<file path="config.mk">
export PLATFORM = sky130hd
export DESIGN_NAME = addr_step_counter
export DESIGN_NICKNAME = d
export VERILOG_FILES = /design/src/rtl/addr_step_counter.sv
export SDC_FILE = /design/constraint.sdc
export NUM_CORES = 1
export LEC_CHECK = 0
export BUFFER_PORTS_ARGS = -buffer_cell sky130_fd_sc_hd__buf_2
export CORE_MARGIN = 5
export CORE_UTILIZATION = 25
export DETAILED_ROUTE_END_ITERATION = 8
export PLACE_DENSITY_LB_ADDON = 0.2
export SYNTH_ARGS = -nofsm -noshare
export SYNTH_HDL_FRONTEND = slang
export SYNTH_SLANG_ARGS = --single-unit
</file>
<file path="constraint.sdc">
create_clock -name MasterClock -period 5.6 [get_ports MasterClock]
set_clock_uncertainty 0.1 [all_clocks]
set_input_delay 0.56 -clock MasterClock [delete_from_list [all_inputs] [get_ports MasterClock]]
set_output_delay 0.56 -clock MasterClock [all_outputs]
set_load 0.005 [all_outputs]
</file>
<file path="src/rtl/addr_step_counter.sv">
// Loadable up/down address counter with AND-OR load mux, carry pulse and programmable terminal count.
// Optional macro COUNTER_WRAP_EN: a step at terminal count reloads the loaded base (wrap mode) instead of holding.
module addr_step_counter #(
  parameter int unsigned WIDTH = 16
) (
  input  logic             MasterClock,
  input  logic             reset,
  input  logic             lda,
  input  logic [WIDTH-1:0] da,
  input  logic             ldb,
  input  logic [WIDTH-1:0] db,
  input  logic             step,
  input  logic             down,
  input  logic             lim_ld,
  input  logic [WIDTH-1:0] lim_d,
  output logic [WIDTH-1:0] q,
  output logic             carry,
  output logic             term
);

  logic [WIDTH-1:0] count_q, count_d;
  logic [WIDTH-1:0] limit_q, limit_d;
  logic             term_q, term_d;
  logic             carry_q, carry_d;
  logic [WIDTH-1:0] load_val_c;
  logic [WIDTH-1:0] step_val_c;
  logic             load_c;
`ifdef COUNTER_WRAP_EN
  logic [WIDTH-1:0] base_q, base_d;
`endif

  // Two-source AND-OR load mux; both strobes high simply OR the sources.
  always_comb begin
    load_val_c = ({WIDTH{lda}} & da) | ({WIDTH{ldb}} & db);
    load_c     = lda | ldb;
    step_val_c = down ? (count_q - WIDTH'(1)) : (count_q + WIDTH'(1));
  end

  always_comb begin
    count_d = count_q;
    limit_d = lim_ld ? lim_d : limit_q;
    term_d  = term_q;
    carry_d = 1'b0;
`ifdef COUNTER_WRAP_EN
    base_d  = base_q;
`endif
    if (load_c) begin
      count_d = load_val_c;
      term_d  = 1'b0;
`ifdef COUNTER_WRAP_EN
      base_d  = load_val_c;
`endif
    end else if (step && !term_q) begin
      count_d = step_val_c;
      carry_d = down ? (count_q == '0) : (count_q == '1);
      // Compared against the limit currently held, even if it is being rewritten this cycle.
      term_d  = (step_val_c == limit_q);
    end else if (step) begin
`ifdef COUNTER_WRAP_EN
      count_d = base_q;
      term_d  = 1'b0;
`endif
    end
  end

  always_ff @(posedge MasterClock or posedge reset) begin
    if (reset) begin
      count_q <= '0;
      limit_q <= '1;
      term_q  <= 1'b0;
      carry_q <= 1'b0;
`ifdef COUNTER_WRAP_EN
      base_q  <= '0;
`endif
    end else begin
      count_q <= count_d;
      limit_q <= limit_d;
      term_q  <= term_d;
      carry_q <= carry_d;
`ifdef COUNTER_WRAP_EN
      base_q  <= base_d;
`endif
    end
  end

  assign q     = count_q;
  assign carry = carry_q;
  assign term  = term_q;

endmodule

</file>
==> run metrics, run 1 <==
critical path type input pin to register; Gate power share 41.8%; max_slew headroom 45.2%; sw power 0.380 mW; FILL cells 1170; status complete, no violations; Post-Route WL 8.88 mm; fin. max-slew vios 0; Pre-antenna DRT Iters 4; Die Y 117 microns; unrepaired setup endpoints after global routing no; final worst path period share 62.1%; Post-CTS Resized 0; peak supply drop 0.109 mV; post-synthesis simple-gate area fraction 18.7%; worst-path fanout max 20; Antenna diodes 0; fin nets 441; PwrDens 297 nW/um^2; sequential share of power 32.0%; I/O Pins 73; Post-Synth Adder-Cell Area 6.88%; Synth top area share 15.9%; Global Route Usage Sum 13.4%; Worst R2R Setup Slack 2.15 ns; die area 13600 sq um; register area share after synthesis 30.7%; synth warn 0; Gate Count Post-Synth 307; Worst Max-Slew Pin Slew 0.802 ns; synthesized cell area 2840 sq um; syn_nets 377; top post-synthesis cells by area dfrtp_1 (16%), dfstp_2 (15%), mux2_2 (6.7%); CTS tree built; EDFF count, synth 0; core footprint 11000 sq um; synth-to-layout area growth 21.6%; Clock Sinks 34; initial antenna violation count 0; area leader, netlist dfrtp_1; Worst Path Arrival 3.58 ns; Post-CTS Setup Inserts 0; H-tree Lvls 2; CTS root buf clkbuf_16; Starting Density 25.8%; mux cell area share after synthesis 7.10%; Worst-Skew Late Latency 0.28 ns; Final HPWL DP 6.96 mm; #FFs+latches synth 34; post-synthesis compound-gate area fraction 24.6%; internal power 0.646 mW; routed vias 2667; Die W 117 microns; combinational family with the most area after synthesis compound AO/OA/AOI/OAI gates; max_cap viols 0; total power 1.03 mW; post-cts hold buffer count 0; most common flop cell mapped by yosys dfrtp_1; fin crit period 3.48 ns; Inserted Clock Buffers 5; # port buffers 72; DR iter-0 viols 131; DRC viols 0; vias in the first global route 2631; GR Overflow Total 0; Routed wire per std cell 17.3 microns; final hold violations 0; ys async rst share 100%; Setup TNS 0 ns; Synth Area in XOR/XNOR 8.56%; switch share 37.0%; crit start category input pin; HP Class input pin to asynchronous set/reset pin; Setup crit end kind register; first-pass GRT wire length 14.3 mm; gpl congestion 0.830; syn avg cell area 9.24 sq um; layout cells sized above 1 31.5%; largest net degree at the start of global routing 35; Reg clk slew, reported paths 0.06 ns; final setup fails 0; Worst EP required 5.70 ns; highest clock rate 287 MHz; Leak 1.45 nW; Max Root-Sink Buffers 2; FP Rows 38; Clk pwr share 26.2%; number of routed nets with antenna violations 0; post-synth cell types 64; Avg Vias per Cell 5.21
[per-stage QoR]
step / hold slack, ns / util (%) / cell area, sq um / setup slack, ns / std cells
after floorplan: 0.414 / - / 2840 / 2.42 / 307
after global placement: 0.453 / 30.2 / 3310 / 1.91 / 504
after detailed placement: 0.465 / 30.2 / 3310 / 1.83 / 504
after CTS: 0.301 / 31.4 / 3450 / 2.11 / 512
after global routing: 0.343 / 31.4 / 3450 / 1.88 / 512
final: 0.277 / 31.4 / 3450 / 2.12 / 512
[flip-flops by register name, indices dropped and copies added, names as in the netlist]
name / cells
q: 16
carry: 1
limit_q: 16
term: 1
[logic make-up after synthesis]
group	Yosys count
adders and majority gates	15
DFF	34
muxes	18
xor gates and xnor gates	23
and+or+nand+nor	100
buffers and inverters	23
AOI/OAI and AO/OA	94
[power by group through the flow]
stage / clock (mW) / sequential [mW] / combinational [mW]
global placement: 0 / 0.331 / 0.429
global route: 0.281 / 0.335 / 0.480
detailed placement: 0 / 0.333 / 0.429
finish: 0.269 / 0.329 / 0.428
floorplan: 0 / 0.316 / 0.313
CTS: 0.275 / 0.329 / 0.431
[cells in the mapped netlist, types with 6 or more instances]
cell / count
a21oi_1: 12
nand2_1: 18
nor3_1: 8
ha_1: 14
a31oi_1: 14
xnor2_1: 11
nand3_1: 7
mux2_2: 17
nor2_1: 21
dfstp_2: 16
o21ai_0: 8
dfrtp_1: 18
nand2b_1: 6
inv_1: 6
clkbuf_1: 13
a22oi_1: 13
xor2_1: 9
nand4_1: 8
or4_1: 6
[cell type report]
type                    count  area (sq um)  area share, %
multi-input cells         250          1870           54.2
flip-flops and latches     34           871           25.2
repair buffers             74           375           10.9
well taps                 140           175           5.08
clock buffers               8           136           3.95
inverters                   6          22.5          0.653
[metal layers]
metal / GRT usage, % / wire length (microns) / vias to the layer above
met4: 3.17 / 121 / 0
met2: 21.2 / 3860 / 61
li1: - / - / 1319
met1: 19.1 / 4480 / 1276
met3: 2.38 / 414 / 11
met5: 0 / 0 / -
[worst max-delay path, stage by stage]
cell and delay (ns):
buf_2 0.33, ha_1 0.38, a21o_1 0.27, a311o_2 0.45
a2111oi_2 0.56, nor2_1 0.17, xnor3_1 0.20, or4_1 0.51
o21ai_1 0.14
[final timing paths]
check | start | to | cells after the start
worst max register to register | q[0] | term | 8
worst min-delay path | reset | q[15] | 3
worst min register to register | q[8] | q[8] | 1
worst max-delay path | down | term | 9
min in group MasterClock | db[0] | q[0] | 3
max in group asynchronous | reset | limit_q[5] | 3
[placed cells by master (no fill, tap or decap), types with 3 or more instances in the layout]
cell type,n
a22oi_1,13
xnor2_1,11
xnor3_1,3
clkbuf_16,5
a211o_1,4
nand4_1,8
a31oi_1,14
o21ai_0,8
clkbuf_1,3
or3_1,5
a211oi_1,3
dfstp_2,16
a21oi_1,12
o21a_1,3
nor3_1,8
inv_1,6
nor4_1,4
buf_2,72
or4_1,6
nand2b_1,6
nor2_1,21
nand2_1,18
xor2_1,9
o211ai_1,4
mux2_2,17
dfrtp_1,18
nor2b_1,5
and3_1,3
a2111oi_0,3
nand3_1,7
ha_1,14
a21o_1,5
No activity file was read; power rests on OpenSTA's default activity.
==> inputs of run 2 (changes only) <==
--- a/config.mk
+++ b/config.mk
@@ -5,6 +5,7 @@
 export SDC_FILE = /design/constraint.sdc
 export NUM_CORES = 1
 export LEC_CHECK = 0
+export ABC_AREA = 1
 export BUFFER_PORTS_ARGS = -buffer_cell sky130_fd_sc_hd__buf_2
 export CORE_MARGIN = 5
 export CORE_UTILIZATION = 25
==> constraint.sdc (replaced) <==
create_clock -name MasterClock -period 3.4 [get_ports MasterClock]
set_clock_uncertainty 0.1 [all_clocks]
set_input_delay 0.34 -clock MasterClock [delete_from_list [all_inputs] [get_ports MasterClock]]
set_output_delay 0.34 -clock MasterClock [all_outputs]
set_load 0.005 [all_outputs]
==> run 2 against run 1 <==
  * Sequential power increased by 60%
  * Final cell count is 29% higher
  * Synthesized area up 2.5%
  * Setup slack worse by 1.1 ns
  * Clock power is 71% higher
  * Power up 60%
  * Sequential share of layout area fell by 0.89 points
  * Sequential cell count unchanged
  * Largest cell class unchanged
  * Highest routed layer unchanged
==> run metrics, run 2 <==
status complete, no violations (unchanged); sequential share of power 31.9% (was 32.0%); Gate power share 40.0% (was 41.8%); final worst path period share 70.7%; DP Worst Slack 0.860 ns (was 1.83 ns); crit-path max cell delay 0.50 ns (was 0.56 ns); slowest library cell on the worst path dfrtp_1 (was a2111oi_2); Reg2Reg Depth 14 (was 8); H-tree Lvls 2 (unchanged); register area share after synthesis 29.9% (was 30.7%); post-synth cell types 31 (was 64); syn_nets 516 (was 377); #FFs+latches synth 34 (unchanged); Area after DPL 3430 sq um (was 3310 sq um); crit start category register (was input pin); Post-CTS Setup Inserts 0 (unchanged); Avg Vias per Cell 4.61 (was 5.21); fin crit period 2.40 ns; switch share 39.0% (was 37.0%); Post-Route WL 9.47 mm (was 8.88 mm); Worst EP required 3.51 ns (was 5.70 ns); Global Route Usage Sum 13.7% (was 13.4%); HP Class input pin to asynchronous set/reset pin (unchanged); layout cells sized above 1 22.8% (was 31.5%); Worst R2R Setup Slack 1.0 ns (was 2.15 ns); Die Y 118 microns (was 117 microns); Reg clk slew, reported paths 0.06 ns (about the same); # port buffers 72 (unchanged); Clock Sinks 34 (unchanged); internal power 1.00 mW (was 0.646 mW); FILL cells 1279 (was 1170); Worst-Skew Late Latency 0.28 ns (about the same); Reg area 871 sq um (unchanged); synth warn 0 (unchanged); Final HPWL DP 7.63 mm (was 6.96 mm); CP Cell Sequence fa_1 > nand2_2 > nand2_2 > nand3_1 > nand2_1 > nand2_1 > nand2_1 > nor2_1 > nand2_1 > nor2_1 > nand3_1 > nor2_1 > nand3_1 > a21oi_1 (was buf_2 > ha_1 > a21o_1 > a311o_2 > a2111oi_2 > nor2_1 > xnor3_1 > or4_1 > o21ai_1); number of routed nets with antenna violations 0 (unchanged); worst-path fanout max 7 (was 20); Post-synth top cells nand2_1 (150), inv_1 (64), nand3_1 (46) (was nor2_1 (21), dfrtp_1 (18), nand2_1 (18)); GR Overflow Total 0 (unchanged); Setup TNS 0 ns (unchanged); gpl congestion 0.890 (was 0.830); PwrDens 460 nW/um^2 (was 297 nW/um^2); total power 1.64 mW (was 1.03 mW); Die W 118 microns (was 117 microns); first-pass GRT wire length 15.7 mm (was 14.3 mm); Worst Path Arrival 2.51 ns (was 3.58 ns); CTS tree built (unchanged); I/O Pins 73 (unchanged); largest net degree at the start of global routing 35 (unchanged); top post-synthesis cells by area nand2_1 (19%), dfrtp_1 (15%), dfstp_2 (14%) (was dfrtp_1 (16%), dfstp_2 (15%), mux2_2 (6.7%)); worst setup margin 0.997 ns (was 2.12 ns); Gate Count Post-Synth 446 (was 307); Multi-input gate area 1750 sq um (was 1870 sq um); crit path from q[0] (was down); Synth top area share 19.4% (was 15.9%); r2r startpoint q[0] (unchanged); Setup crit end kind register (unchanged); Clk pwr share 28.1% (was 26.2%); Pre-antenna DRT Iters 4 (unchanged); DRC viols 0 (unchanged); final hold violations 0 (unchanged); worst hold slack 0.0544 ns (was 0.277 ns); die area 13900 sq um (was 13600 sq um); ys async rst share 100% (unchanged); initial antenna violation count 0 (unchanged); worst setup path end term (unchanged); highest clock rate 416 MHz; Post-CTS Resized 0 (unchanged); commonest non-fill, non-tap cell in the layout nand2_1 (was buf_2); Worst Max-Slew Pin Slew 0.571 ns (was 0.802 ns); Routed wire per std cell 14.3 microns (was 17.3 microns); area leader, netlist nand2_1 (was dfrtp_1); most common flop cell mapped by yosys dfrtp_1 (unchanged); FP Rows 39 (was 38); DR iter-0 viols 169 (was 131); synth-to-layout area growth 23.0% (was 21.6%); top-count cell post-synth nand2_1 (was nor2_1); routed vias 3050 (was 2667); core footprint 11400 sq um (was 11000 sq um); critical path type register to register (was input pin to register); EDFF count, synth 0 (unchanged); final setup fails 0 (unchanged); sw power 0.641 mW (was 0.380 mW); Leak 1.90 nW (was 1.45 nW); Inserted Clock Buffers 5 (unchanged); RR Endpoint term (unchanged); synthesized cell area 2910 sq um (was 2840 sq um); fin. max-slew vios 0 (unchanged); most used cell, CP nand2_1; syn avg cell area 6.52 sq um (was 9.24 sq um); CTS root buf clkbuf_16 (unchanged); max_slew headroom 61.9% (was 45.2%); fin nets 587 (was 441); post-cts hold buffer count 0 (unchanged); unrepaired setup endpoints after global routing no (unchanged); peak supply drop 0.172 mV (was 0.109 mV); Antenna diodes 0 (unchanged); vias in the first global route 3132 (was 2631); fin area 3580 sq um (was 3450 sq um); max_cap viols 0 (unchanged); Starting Density 25.5% (was 25.8%); Max Root-Sink Buffers 2 (unchanged); most frequent cells in the layout nand2_1 (150), buf_2 (72), inv_1 (64) (was buf_2 (72), nor2_1 (21), nand2_1 (18), dfrtp_1 (18), mux2_2 (17))
-- run 2: cell count changes after synthesis, moves of 15 or more --
cell / delta
a41oi_1: +15
inv_1: +58
nand2_1: +132
nand3_1: +39
nor2_1: +19
-- run 2: cell type report --
| cell class | count | area share (%) |
|---|---|---|
| clock buffer | 7 | 3.99 |
| clock inverter | 1 | 0.140 |
| inverter | 65 | 6.82 |
| multi-input combinational | 336 | 49.0 |
| sequential | 34 | 24.4 |
| tap | 143 | 5.00 |
| timing repair buffer | 75 | 10.7 |
-- run 2: layer usage --
layer  global-route usage [%]  vias up  wire length (microns)
li1                         -     1589                      -
met1                     18.2     1389                   4560
met2                     23.0       64                   4380
met3                     2.31        8                    376
met4                     4.01        0                    144
met5                        0        -                      0
-- run 2: critical path: cells and delay by family (launching register included) --
family,cells,cell delay (ns)
adder cells (fa/ha/maj),1,0.50
flip-flops,1,0.50
AND/OR/NAND/NOR,12,1.11
AO/OA/AOI/OAI,1,0.12
-- run 2: power by group through the flow --
stage               clock (mW)  combinational, mW  sequential (mW)
detailed placement           0              0.656            0.534
floorplan                    0              0.471            0.508
finish                   0.461              0.657            0.525
global placement             0              0.657            0.534
CTS                      0.474              0.660            0.527
global route             0.500              0.750            0.533
-- run 2: how the worst min path moves through the flow --
stage,end,cells after the start
final,q[14],3
after global routing,q[11],3
after CTS,q[13],3
after detailed placement,term,3
after global placement,q[15],3
after floorplan,limit_q[15],2
-- run 2: kinds of logic (layout without fill, tap and decap cells) --
group,Yosys count,after routing,synth area share (%)
AND/OR/NAND/NOR,273,273,41.4
AO/OA/AOI/OAI,41,41,9.29
adder cells (fa/ha/maj),15,15,6.71
multiplexers,3,3,1.16
buffers and inverters,76,148,9.81
XOR/XNOR,4,4,1.68
flip-flops,34,34,29.9
-- run 2: per-stage QoR --
| step | utilization [%] | instances |
|---|---|---|
| floorplan | - | 446 |
| global placement | 30.0 | 653 |
| detailed placement | 30.0 | 653 |
| CTS | 31.3 | 661 |
| global route | 31.3 | 661 |
| finish | 31.3 | 661 |
